--- src/rtl/systolic_driver_pkg.sv ---
// rtl/systolic_driver_pkg.sv - shared state encoding, widths and helpers for the systolic array driver
package systolic_driver_pkg;

  localparam int INNER_DIM_W = 20;
  localparam int CYCLE_W     = 32;

  typedef enum logic [2:0] {
    ST_IDLE    = 3'd0,
    ST_START   = 3'd1,
    ST_FEED    = 3'd2,
    ST_COLLECT = 3'd3,
    ST_RESP    = 3'd4
  } state_t;

  // Cycle counter sticks at all-ones instead of wrapping.
  function automatic logic [CYCLE_W-1:0] sat_inc(input logic [CYCLE_W-1:0] v);
    return (&v) ? v : v + CYCLE_W'(1);
  endfunction

endpackage

--- src/rtl/systolic_pair_join.sv ---
// rtl/systolic_pair_join.sv - joins the activation and weight streams so a beat moves only when both
// sides are valid and both array inputs are ready.
module systolic_pair_join (
  input  logic i_en,
  input  logic i_a_valid,
  input  logic i_b_valid,
  input  logic i_a_ready,
  input  logic i_b_ready,
  output logic o_valid,
  output logic o_src_ready
);

  logic w_both_valid;

  assign w_both_valid = i_en && i_a_valid && i_b_valid;
  assign o_valid      = w_both_valid;
  assign o_src_ready  = w_both_valid && i_a_ready && i_b_ready;

endmodule

--- src/rtl/systolic_driver.sv ---
// rtl/systolic_driver.sv - sequences one tile through a systolic array: start, K operand beats,
// DIM result rows, then a completion response with error flag and cycle count.
module systolic_driver
  import systolic_driver_pkg::*;
#(
  parameter  int SYSTOLIC_ARRAY_DIM = 8,
  parameter  int DATA_WIDTH_BITS    = 16,
  localparam int VEC_W = SYSTOLIC_ARRAY_DIM * DATA_WIDTH_BITS,
  localparam int ROW_W = (SYSTOLIC_ARRAY_DIM > 1) ? $clog2(SYSTOLIC_ARRAY_DIM) : 1
) (
  input  logic                   clk,
  input  logic                   rst,
  input  logic                   cmd_valid,
  output logic                   cmd_ready,
  input  logic [INNER_DIM_W-1:0] cmd_inner_dim,
  input  logic [VEC_W-1:0]       src_act_data,
  input  logic                   src_act_valid,
  output logic                   src_act_ready,
  input  logic [VEC_W-1:0]       src_wgt_data,
  input  logic                   src_wgt_valid,
  output logic                   src_wgt_ready,
  output logic [VEC_W-1:0]       arr_act_in,
  output logic [VEC_W-1:0]       arr_wgt_in,
  output logic                   arr_act_valid,
  output logic                   arr_wgt_valid,
  input  logic                   arr_act_ready,
  input  logic                   arr_wgt_ready,
  output logic                   arr_start,
  input  logic                   arr_start_ready,
  output logic [INNER_DIM_W-1:0] arr_inner_dim,
  input  logic [VEC_W-1:0]       arr_out,
  input  logic                   arr_out_valid,
  output logic                   arr_out_ready,
  output logic [VEC_W-1:0]       res_data,
  output logic [ROW_W-1:0]       res_row,
  output logic                   res_last,
  output logic                   res_valid,
  input  logic                   res_ready,
  output logic                   resp_valid,
  input  logic                   resp_ready,
  output logic                   resp_err,
  output logic [CYCLE_W-1:0]     resp_cycles
);

  localparam logic [ROW_W-1:0] LAST_ROW = ROW_W'(SYSTOLIC_ARRAY_DIM - 1);

  state_t                 r_state;
  logic                   r_cmd_ready;
  logic                   r_err;
  logic [INNER_DIM_W-1:0] r_k;
  logic [INNER_DIM_W-1:0] r_beats;
  logic [ROW_W-1:0]       r_row;
  logic [CYCLE_W-1:0]     r_cycles;

  logic w_feed;
  logic w_collect;
  logic w_pair_valid;
  logic w_beat;
  logic w_row_xfer;
  logic w_last;

  assign w_feed     = (r_state == ST_FEED);
  assign w_collect  = (r_state == ST_COLLECT);
  assign w_last     = (r_row == LAST_ROW);
  assign w_row_xfer = w_collect && arr_out_valid && res_ready;

  systolic_pair_join u_join (
    .i_en        (w_feed),
    .i_a_valid   (src_act_valid),
    .i_b_valid   (src_wgt_valid),
    .i_a_ready   (arr_act_ready),
    .i_b_ready   (arr_wgt_ready),
    .o_valid     (w_pair_valid),
    .o_src_ready (w_beat)
  );

  // Data paths are zeroed outside their phase so nothing leaks while idle or in reset.
  assign cmd_ready     = r_cmd_ready;
  assign arr_start     = (r_state == ST_START);
  assign arr_inner_dim = r_k;
  assign arr_act_valid = w_pair_valid;
  assign arr_wgt_valid = w_pair_valid;
  assign src_act_ready = w_beat;
  assign src_wgt_ready = w_beat;
  assign arr_act_in    = w_feed ? src_act_data : '0;
  assign arr_wgt_in    = w_feed ? src_wgt_data : '0;
  assign res_data      = w_collect ? arr_out : '0;
  assign res_valid     = w_collect && arr_out_valid;
  assign arr_out_ready = w_collect && res_ready;
  assign res_row       = r_row;
  assign res_last      = w_collect && w_last;
  assign resp_valid    = (r_state == ST_RESP);
  assign resp_err      = r_err;
  assign resp_cycles   = r_cycles;

  always_ff @(posedge clk or posedge rst) begin
    if (rst) begin
      r_state     <= ST_IDLE;
      r_cmd_ready <= 1'b0;
      r_err       <= 1'b0;
      r_k         <= '0;
      r_beats     <= '0;
      r_row       <= '0;
      r_cycles    <= '0;
    end else begin
      case (r_state)
        ST_IDLE: begin
          if (cmd_valid && r_cmd_ready) begin
            r_k         <= cmd_inner_dim;
            r_cycles    <= '0;
            r_cmd_ready <= 1'b0;
            if (cmd_inner_dim == '0) begin
              r_err   <= 1'b1;
              r_state <= ST_RESP;
            end else begin
              r_err   <= 1'b0;
              r_state <= ST_START;
            end
          end else begin
            r_cmd_ready <= 1'b1;
          end
        end
        ST_START: begin
          r_cycles <= sat_inc(r_cycles);
          if (arr_start_ready) begin
            r_beats <= r_k;
            r_state <= ST_FEED;
          end
        end
        ST_FEED: begin
          r_cycles <= sat_inc(r_cycles);
          if (w_beat) begin
            r_beats <= r_beats - INNER_DIM_W'(1);
            if (r_beats == INNER_DIM_W'(1)) begin
              r_row   <= '0;
              r_state <= ST_COLLECT;
            end
          end
        end
        ST_COLLECT: begin
          r_cycles <= sat_inc(r_cycles);
          if (w_row_xfer) begin
            r_row <= r_row + ROW_W'(1);
            if (w_last) begin
              r_err   <= 1'b0;
              r_state <= ST_RESP;
            end
          end
        end
        ST_RESP: begin
          if (resp_ready) begin
            r_cmd_ready <= 1'b1;
            r_state     <= ST_IDLE;
          end
        end
        default: r_state <= ST_IDLE;
      endcase
    end
  end

endmodule

--- config.mk ---
export PLATFORM = sky130hd
export DESIGN_NAME = systolic_driver
export DESIGN_NICKNAME = d
export VERILOG_FILES = /design/src/rtl/systolic_driver_pkg.sv /design/src/rtl/systolic_pair_join.sv /design/src/rtl/systolic_driver.sv
export SDC_FILE = /design/constraint.sdc
export NUM_CORES = 1
export LEC_CHECK = 0
export CAP_MARGIN = 20
export CORE_AREA = 2 2 334 336
export DETAILED_ROUTE_END_ITERATION = 8
export DIE_AREA = 0 0 336 338
export GPL_ROUTABILITY_DRIVEN = 0
export PLACE_DENSITY = 0.33
export SYNTH_ARGS = -nofsm -noshare
export SYNTH_HDL_FRONTEND = slang
export SYNTH_SLANG_ARGS = --single-unit
--- constraint.sdc ---
create_clock -name clk -period 3.07 [get_ports clk]
set_clock_uncertainty 0.1 [all_clocks]
set_input_delay 0.614 -clock clk [delete_from_list [all_inputs] [get_ports clk]]
set_output_delay 0.614 -clock clk [all_outputs]
set_load 0.02 [all_outputs]
[Word level (Yosys, flattened, before mapping)]
Index checks and enable logic that the tools add are counted.
Word-level totals
  register bits after elaboration: 80
  input port bits: 415
  logic and storage cells: 79
Cells by class
  add/sub/neg operators: 3
  equality and inequality tests: 14
  muxes and demuxes: 30
  reduce and logical (&&, ||, !) cells: 25
Operators with widths (count)
  2-to-1 mux 128 bit: 3
  2-to-1 mux 32 bit: 2
  case mux 32 bit (2 select lines): 1
  2-to-1 mux 20 bit: 2
  case mux 20 bit (2 select lines): 1
  2-to-1 mux 3 bit: 11
  adder 32 x 1 -> 32 bit (second input constant): 1
  AND reduction 32 bit: 1
  equality test 20 x 1 -> 1 bit (second input constant): 1
  zero test 20 bit: 1
  subtractor 20 x 1 -> 20 bit (second input constant): 1
  case mux 3 bit (5 select lines): 1
  nonzero test 2 bit: 5
  logical AND 1 bit: 9
  inequality test 2 x 1 -> 1 bit (second input constant): 4
  inequality test 2 bit (second input constant): 4
  AND reduction 4 bit: 2
  AND reduction 7 bit: 1
  equality test 3 x 2 -> 1 bit (second input constant): 2
  equality test 3 bit (second input constant): 2
  2-to-1 mux 1 bit: 6
  case mux 3 bit (2 select lines): 1
  AND reduction 3 bit: 2
  case mux 1 bit (2 select lines): 2
  other kinds (5): 6

[Logic depth before layout (Yosys ltp)]
Gate-level depths: netlist (run 1).
  depth in word-level cells: 7
  mapped depth: 8
  mapped depth without buffers: 7

[By module]
From an unflattened synthesis (run 1), not the netlist that was laid out.
Second synthesis, totals
  cell total of the unflattened synthesis: 953
  area total of the unflattened synthesis: 7118.1 sq um
Modules (own cells, without submodules)
  systolic_driver: times used 1, cells each 951, area each 7100.6 sq um, seq. area each 2001.9 sq um
  systolic_pair_join: times used 1, cells each 2, area each 17.5 sq um, seq. area each 0.0 sq um

[Least setup slack after synthesis (run 1)]
Ideal clock, no wire load.
  path type: register -> output
  start point: register r_state[0]
  end point: output port arr_wgt_valid
  data arrival time: 2.054 ns
  setup slack: 0.302 ns
  cell stages (with the launch flop): 8
  path through: dfrtp_1 > clkbuf_1 > nor2_1 > and2_1 > clkbuf_1 > buf_1 > and3_1 > buf_4
Between the ends
  word-level cells in the longest chain between the ends: 3
Ends and longest elaborated chain
  start, declared: line systolic_driver.sv:47  | state_t r_state;
  start signal, assigned: line systolic_driver.sv:98  | r_state <= ST_IDLE;
  start signal, assigned: line systolic_driver.sv:114  | r_state <= ST_RESP;
  start signal, assigned: line systolic_driver.sv:117  | r_state <= ST_START;
  equality test 3 x 2 -> 1 bit: line systolic_driver.sv:62  | assign w_feed = (r_state == ST_FEED);
  logical AND 1 bit (2 in series): line systolic_pair_join.sv:15  | assign w_both_valid = i_en && i_a_valid && i_b_valid;
  end, declared: line systolic_driver.sv:25  | output logic arr_wgt_valid,
Every way passes these cells.

[Final worst setup path (run 1)]
  start point: register r_state[2]
  end point: output port arr_wgt_in[30]
Between the ends
  word-level cells in the longest chain between the ends: 2
Ends and longest elaborated chain
  equality test 3 x 2 -> 1 bit: line systolic_driver.sv:62
  2-to-1 mux 128 bit: line systolic_driver.sv:86  | assign arr_wgt_in = w_feed ? src_wgt_data : '0;
  end, declared: line systolic_driver.sv:23  | output logic [VEC_W-1:0] arr_wgt_in,
Every way passes these cells.

==> impl_results.md, run 1 <==
* Status: complete, no violations
* CTS Hold Bufs at 0
* Max-Cap Viols at 0
* Synth top cells by count: and3_1 (264), and2_1 (134), clkbuf_1 (96)
* Sequential share of power at 11.3%
* Design Area, Final at 20400 µm²
* Min-Delay Endpoint: r_beats[5]$_DFFE_PP0P_
* Crit Reg-Reg Endpoint: resp_cycles[4]$_DFFE_PP0P_
* Port Buffer Count at 864
* Post-synthesis cell count at 976
* Pwr Density at 774 nW/µm²
* Synth-to-layout area growth at 186%
* Die W at 336 µm
* Hold Crit Start: r_beats[5]$_DFFE_PP0P_
* Worst r2r src: r_state[1]$_DFFE_PP0P_
* Worst Setup End Kind: output port
* Hold Crit Class: reg2reg
* Slew HR at 55.6%
* Worst skew pair latency at 380 ps
* I/O Pins at 865
* Flop-to-flop setup slack at 370 ps
* Row count at 122
* Switching share of power at 50.3%
* Final Hold Fails at 0
* Clock slew at reported path FFs at 70 ps
* Post-DP HPWL at 111 mm
* Synth top area share at 28.0%
* Die extent in y at 338 µm
* Synth Net Count at 1396
* Fin cells at 3329
* Hold Crit Depth at 1
* Worst VDD drop at 0.000369 V
* Final Slew Violations at 0
* YS warnings at 0
* Clk root buf: clkbuf_16
* EDFF count, synth at 0
* Placed cells at 3271
* Residual DRC at 0
* Post-synth top flop: dfrtp_1
* Multi-input gate area at 4710 µm²
* Initial antenna violation count at 116
* Highest Clock Rate at 0.333 GHz
* Final Core Density at 18.5%
* Layout cells sized above 1 at 19.5%
* DR vias at 12000
* Synth unique cells at 55
* Logic pwr share at 81.0%
* Routed WL per cell at 36.9 µm
* CTS tree: yes
* Nets at 2218
* FF/Latch Area at 2010 µm²
* Syn_area_per_cell at 7.32 µm²
* CP startpoint kind: register
* Crit path time final at 3000 ps
* Largest net degree at the start of global routing at 87
* Synthesized flop and latch total at 80
* Vias per inst at 3.62
* First-pass GRT wire length at 147 mm
* 1st-iter DRT viols at 989
* Core Region at 110000 µm²
* DRT Wirelength at 123 mm
* Arr. time, crit path at 2290 ps
* Initial core utilization at 6.49%
* Die ar. at 114000 µm²
* CP required at 2360 ps
* Total grt overflow at 0
* Mapped Area at 7140 µm²
* H-tree Lvls at 3
* Async set-reset flop share out of synthesis at 100%
* Slew @ Worst Pin at 662 ps
* DR pass1 iterations at 5
* Fin Hold WS at 409 ps
* Gr usage total at 20.7%
* Cts bufs inserted at 9
* Clock group share of total power at 7.7%
* Leakage Power at 0.00880 µW
* Dominant cell type by area after synthesis: dfrtp_1
* Post-route ant nets at 0
* Most common cell in the netlist: and3_1
* Largest cells by area after synthesis: dfrtp_1 (28%), and3_1 (23%), and2_1 (12%)
* Setup violators final at 0
* Internal power at 7840 µW
* FF-to-FF path depth at 8
* Crit share post-route at 97.9%
* Sequential cell area fraction in the yosys report at 28.0%
* Clk buf depth at 2
* Clk sinks at 80
* Dpl cell area at 19900 µm²
* Fillers at 12200
* CP max FO at 84
* CP Class: reg2out
* Vias in the first global route at 11900
* Net Sw Power at 7950 µW
* Setup TNS at 0 ps
## worst max-delay path, cell delays in order, from the launching register on
cell             delay [ps]
dfrtp_1                 420
nor2_4                  140
buf_12                  150
buf_16                  250
and3_1                  240
clkdlybuf4s50_1         660
## metal layers
| metal | share of wire (%) | track usage (%) | vias up |
|---|---|---|---|
| li1 | - | - | 5181 |
| met1 | 35 | 21.7 | 5831 |
| met2 | 46 | 33.0 | 773 |
| met3 | 16 | 14.3 | 192 |
| met4 | 2.5 | 6.31 | 60 |
| met5 | 0.30 | 0 | - |
## sequential cells by signal, summed over array words and instances, names as in the netlist
register       flops
resp_cycles       32
arr_inner_dim     20
r_beats           20
cmd_ready          1
res_row            3
resp_err           1
r_state            3
## cells in the final DEF (no fill, tap or decap), types with 14 or more instances in the layout
cell type        netlist  layout
nand2_1               87      87
clkdlybuf4s50_1        0     568
nor2_1                42      41
nand3_1               14      14
and2_1               134     134
a21oi_1               35      35
diode_2                0      39
buf_12                 0     232
dfrtp_1               80      79
or3_1                 20      20
o21ai_0               36      36
nor4_1                19      19
buf_4                  2      87
dlymetal6s2s_1         0      16
or4_1                 16      16
and3_1               264     264
## repair_timing
action	CTS	global route
setup buffers	3	0
pin swaps	1	0
cloned	1	0
gates resized for setup	10	18
endpoints found under the setup margin	118	22
endpoints found under the hold margin	0	0
## how the worst max path moves through the flow
stage	startpoint	endpoint	cells past startpoint	slack [ps]
finish	r_state[2]$_DFFE_PP0P_	arr_wgt_in[30]	5	70
global route	r_state[0]$_DFFE_PP0P_	arr_wgt_in[31]	5	-1
CTS	r_state[1]$_DFFE_PP0P_	res_data[116]	4	0.7
detailed placement	cmd_valid	resp_cycles[27]$_DFFE_PP0P_	7	180
global placement	cmd_valid	resp_cycles[27]$_DFFE_PP0P_	7	150
floorplan	rst	arr_inner_dim[0]$_DFFE_PP0P_	1	300
## logic make-up after synthesis
family | synth area share [%]
flops | 28.0
buf+inv | 6.22
xor+xnor | 0.491
fa+ha+maj | 0.876
mux | 0.158
simple gates | 52.3
compound gates | 12.0
## power by group through the flow
stage	Sequential, µW	Clock [µW]	Combinational [µW]
3_5_place_dp	1800	0	12700
6_report	1790	1220	12800
5_1_grt	1840	1290	13400
3_3_place_gp	1790	0	12700
4_1_cts	1790	1260	12900
2_1_floorplan	1810	0	4510
## final cells by class
class                           count  share of cell area [%]
Antenna cell                       39                   0.478
Clock buffer                       10                    1.12
Clock inverter                      5                   0.399
Inverter                            8                   0.153
Multi-Input combinational cell    783                    23.1
Sequential cell                    80                    9.83
Tap cell                         1488                    9.13
Timing Repair Buffer              916                    55.8
## per-stage QoR
step / total power (µW) / setup WS, ps
floorplan: 6320 / 302
global placement: 14500 / 150
detailed placement: 14500 / 180
CTS: 16000 / 0.680
global route: 16500 / -1.41
finish: 15800 / 65.0
Power figures use the tool's default switching activity.
==> run 2, diff against run 1 <==
--- a/config.mk
+++ b/config.mk
@@ -5,12 +5,14 @@
 export SDC_FILE = /design/constraint.sdc
 export NUM_CORES = 1
 export LEC_CHECK = 0
+export ABC_AREA = 1
 export CAP_MARGIN = 20
-export CORE_AREA = 2 2 334 336
+export CORE_AREA = 2 2 340 342
 export DETAILED_ROUTE_END_ITERATION = 8
-export DIE_AREA = 0 0 336 338
+export DIE_AREA = 0 0 342 344
 export GPL_ROUTABILITY_DRIVEN = 0
-export PLACE_DENSITY = 0.33
+export PLACE_DENSITY = 0.3
 export SYNTH_ARGS = -nofsm -noshare
 export SYNTH_HDL_FRONTEND = slang
+export SYNTH_HIERARCHICAL = 1
 export SYNTH_SLANG_ARGS = --single-unit
==> run 2 against run 1 <==
  * Die area grew 3.6%
  * Synthesized area grew 11%
  * Utilization fell by 1.5 points
  * First-iteration DRC count is 56% lower
  * Critical path type unchanged
==> impl_results.md, run 2 <==
* Syn_area_per_cell at 5.16 µm²
* Synth Net Count at 1961
* Clk root buf: clkbuf_16
* Clock slew at reported path FFs at 70 ps
* YS warnings at 6
* Pre-CTS worst setup slack at -152 ps
* CP max FO at 43
* Row count at 124
* Port Buffer Count at 864
* CTS tree: yes
* Final Hold Fails at 0
* Synth top cells by count: nor2_1 (490), inv_1 (434), nand2_1 (280)
* Die ar. at 118000 µm²
* Core Region at 114000 µm²
* Setup violators final at 0
* Synth unique cells at 31
* Largest net degree at the start of global routing at 113
* Worst VDD drop at 0.000330 V
* CP startpoint kind: register
* Dominant cell type by area after synthesis: dfrtp_1
* DRT Wirelength at 70.2 mm
* H-tree Lvls at 3
* RSZ-0062 raised after global routing: yes
* Most common cell in the netlist: nor2_1
* Die extent in y at 344 µm
* Final Core Density at 17.0%
* Worst Setup End Kind: output port
* Leakage Power at 0.0122 µW
* DR vias at 11900
* Dpl cell area at 18700 µm²
* Nets at 2819
* EDFF count, synth at 0
* Total grt overflow at 0
* CTS Hold Bufs at 0
* Placed cells at 3898
* Leading cell type in the layout, fill and taps excluded: clkdlybuf4s50_1
* Sequential cell area fraction in the yosys report at 25.2%
* Post-synthesis cell count at 1541
* Crit path time final at 2960 ps
* Post-DP HPWL at 61.6 mm
* Max-Cap Viols at 0
* Layout cells sized above 1 at 4.58%
* Highest Clock Rate at 0.338 GHz
* Synth-to-layout area growth at 143%
* Post-route ant nets at 0
* Largest register FFs at 32
* Slew HR at 57.5%
* Final Slew Violations at 0
* Slew @ Worst Pin at 637 ps
* Fin cells at 3919
* Arr. time, crit path at 2250 ps
* Synthesized flop and latch total at 80
* Crit share post-route at 96.4%
* 1st-iter DRT viols at 440
* Mapped Area at 7950 µm²
* Vias per inst at 3.04
* First-pass GRT wire length at 93.5 mm
* CP required at 2360 ps
* Status: complete, no violations
* Routed WL per cell at 17.9 µm
* PnR worst setup slack at 110 ps
* Leading cell types in the layout, fill and taps excluded: clkdlybuf4s50_1 (571), nor2_1 (487), inv_1 (433), nand2_1 (280), dlymetal6s2s_1 (170)
* Residual DRC at 0
* Fin Hold WS at 410 ps
* Vias in the first global route at 11900
* I/O Pins at 865
* Hold Crit Class: reg2reg
* Synth top area share at 25.2%
* Post-synth top flop: dfrtp_1
* Clk sinks at 80
* Initial antenna violation count at 34
* CP Class: reg2out
* Die W at 342 µm
* Cts bufs inserted at 9
* Gr usage total at 11.2%
* Design Area, Final at 19300 µm²
* DR pass1 iterations at 4
* Largest cells by area after synthesis: dfrtp_1 (25%), nor2_1 (23%), inv_1 (20%)
* Worst skew pair latency at 380 ps
* Clk buf depth at 2
* Async set-reset flop share out of synthesis at 100%
* Pwr Density at 638 nW/µm²
* Initial core utilization at 6.98%
==> run 2: cell types whose count changed after synthesis, sizes merged, moves of 20 or more <==
cell,before,now
nand3,14,62
nor4,20,0
and3,264,0
nor2,42,494
inv,8,442
clkbuf,96,37
nand2,87,282
or3,20,0
and2,134,0
==> run 2: where the power goes <==
| group | total (µW) | leakage, µW | internal, µW | switching (µW) |
|---|---|---|---|---|
| registers | 2000 | 0.00104 | 1470 | 530 |
| clock network | 1200 | 0.000148 | 641 | 559 |
| logic | 9140 | 0.0110 | 3630 | 5500 |
| total | 12300 | 0.0122 | 5740 | 6590 |
==> run 2: routing by layer <==
metal,share of wire [%],GRT usage [%],vias up
met2,50,20.3,512
li1,-,-,6049
met5,0.42,0,-
met1,39,12.7,5229
met3,9.3,4.65,75
met4,0.77,0.886,48
==> run 2: worst paths after layout <==
kind	cells past startpoint	start	to	slack (ps)
setup / recovery	5	r_state[2]$_DFFE_PP0P_	arr_wgt_in[48]	110
hold / removal	2	r_beats[19]$_DFFE_PP0P_	r_beats[19]$_DFFE_PP0P_	410
setup reg to reg	13	r_state[2]$_DFFE_PP0P_	r_beats[15]$_DFFE_PP0P_	640
hold reg to reg	2	r_beats[19]$_DFFE_PP0P_	r_beats[19]$_DFFE_PP0P_	410
max in group asynchronous	3	rst	r_beats[12]$_DFFE_PP0P_	1640
min in group asynchronous	2	rst	r_beats[15]$_DFFE_PP0P_	530
==> run 2: stage by stage <==
step	total power (µW)	setup TNS (ps)
global route	13300	-10.8
detailed placement	11700	-362
global placement	11800	-455
floorplan	6380	0
CTS	12800	-155
finish	12300	0
==> run 2: kinds of logic (layout without fill, tap and decap cells) <==
kind of cell | after synthesis | in the layout | synth area share (%)
adder cells (fa/ha/maj) | 5 | 5 | 0.787
buffers and inverters | 503 | 1366 | 24.3
flip-flops | 80 | 80 | 25.2
other | 0 | 3 | 0
AND/OR/NAND/NOR | 859 | 859 | 43.0
AO/OA/AOI/OAI | 82 | 82 | 5.40
XOR/XNOR | 12 | 12 | 1.32
==> run 2: cell type report <==
class,instances,area [µm²]
Inverter,442,1660
Multi-Input combinational cell,958,4060
Fill cell,13300,94500
Timing Repair Buffer,908,9410
Clock buffer,9,225
Antenna cell,3,7.51
Tap cell,1512,1890
Sequential cell,80,2000
Clock inverter,7,80.1
==> run 2: timing repair <==
item,in CTS,in global routing
buffers inserted,2,0
gates resized for setup,110,171
setup endpoints to repair,141,170
==> run 2: worst max-delay path, cell delays in order (launching register included) <==
cell and delay [ps]:
dfrtp_1 420, inv_2 150, nand3_4 170, buf_12 220, nor2_1 200, clkdlybuf4s50_1 640
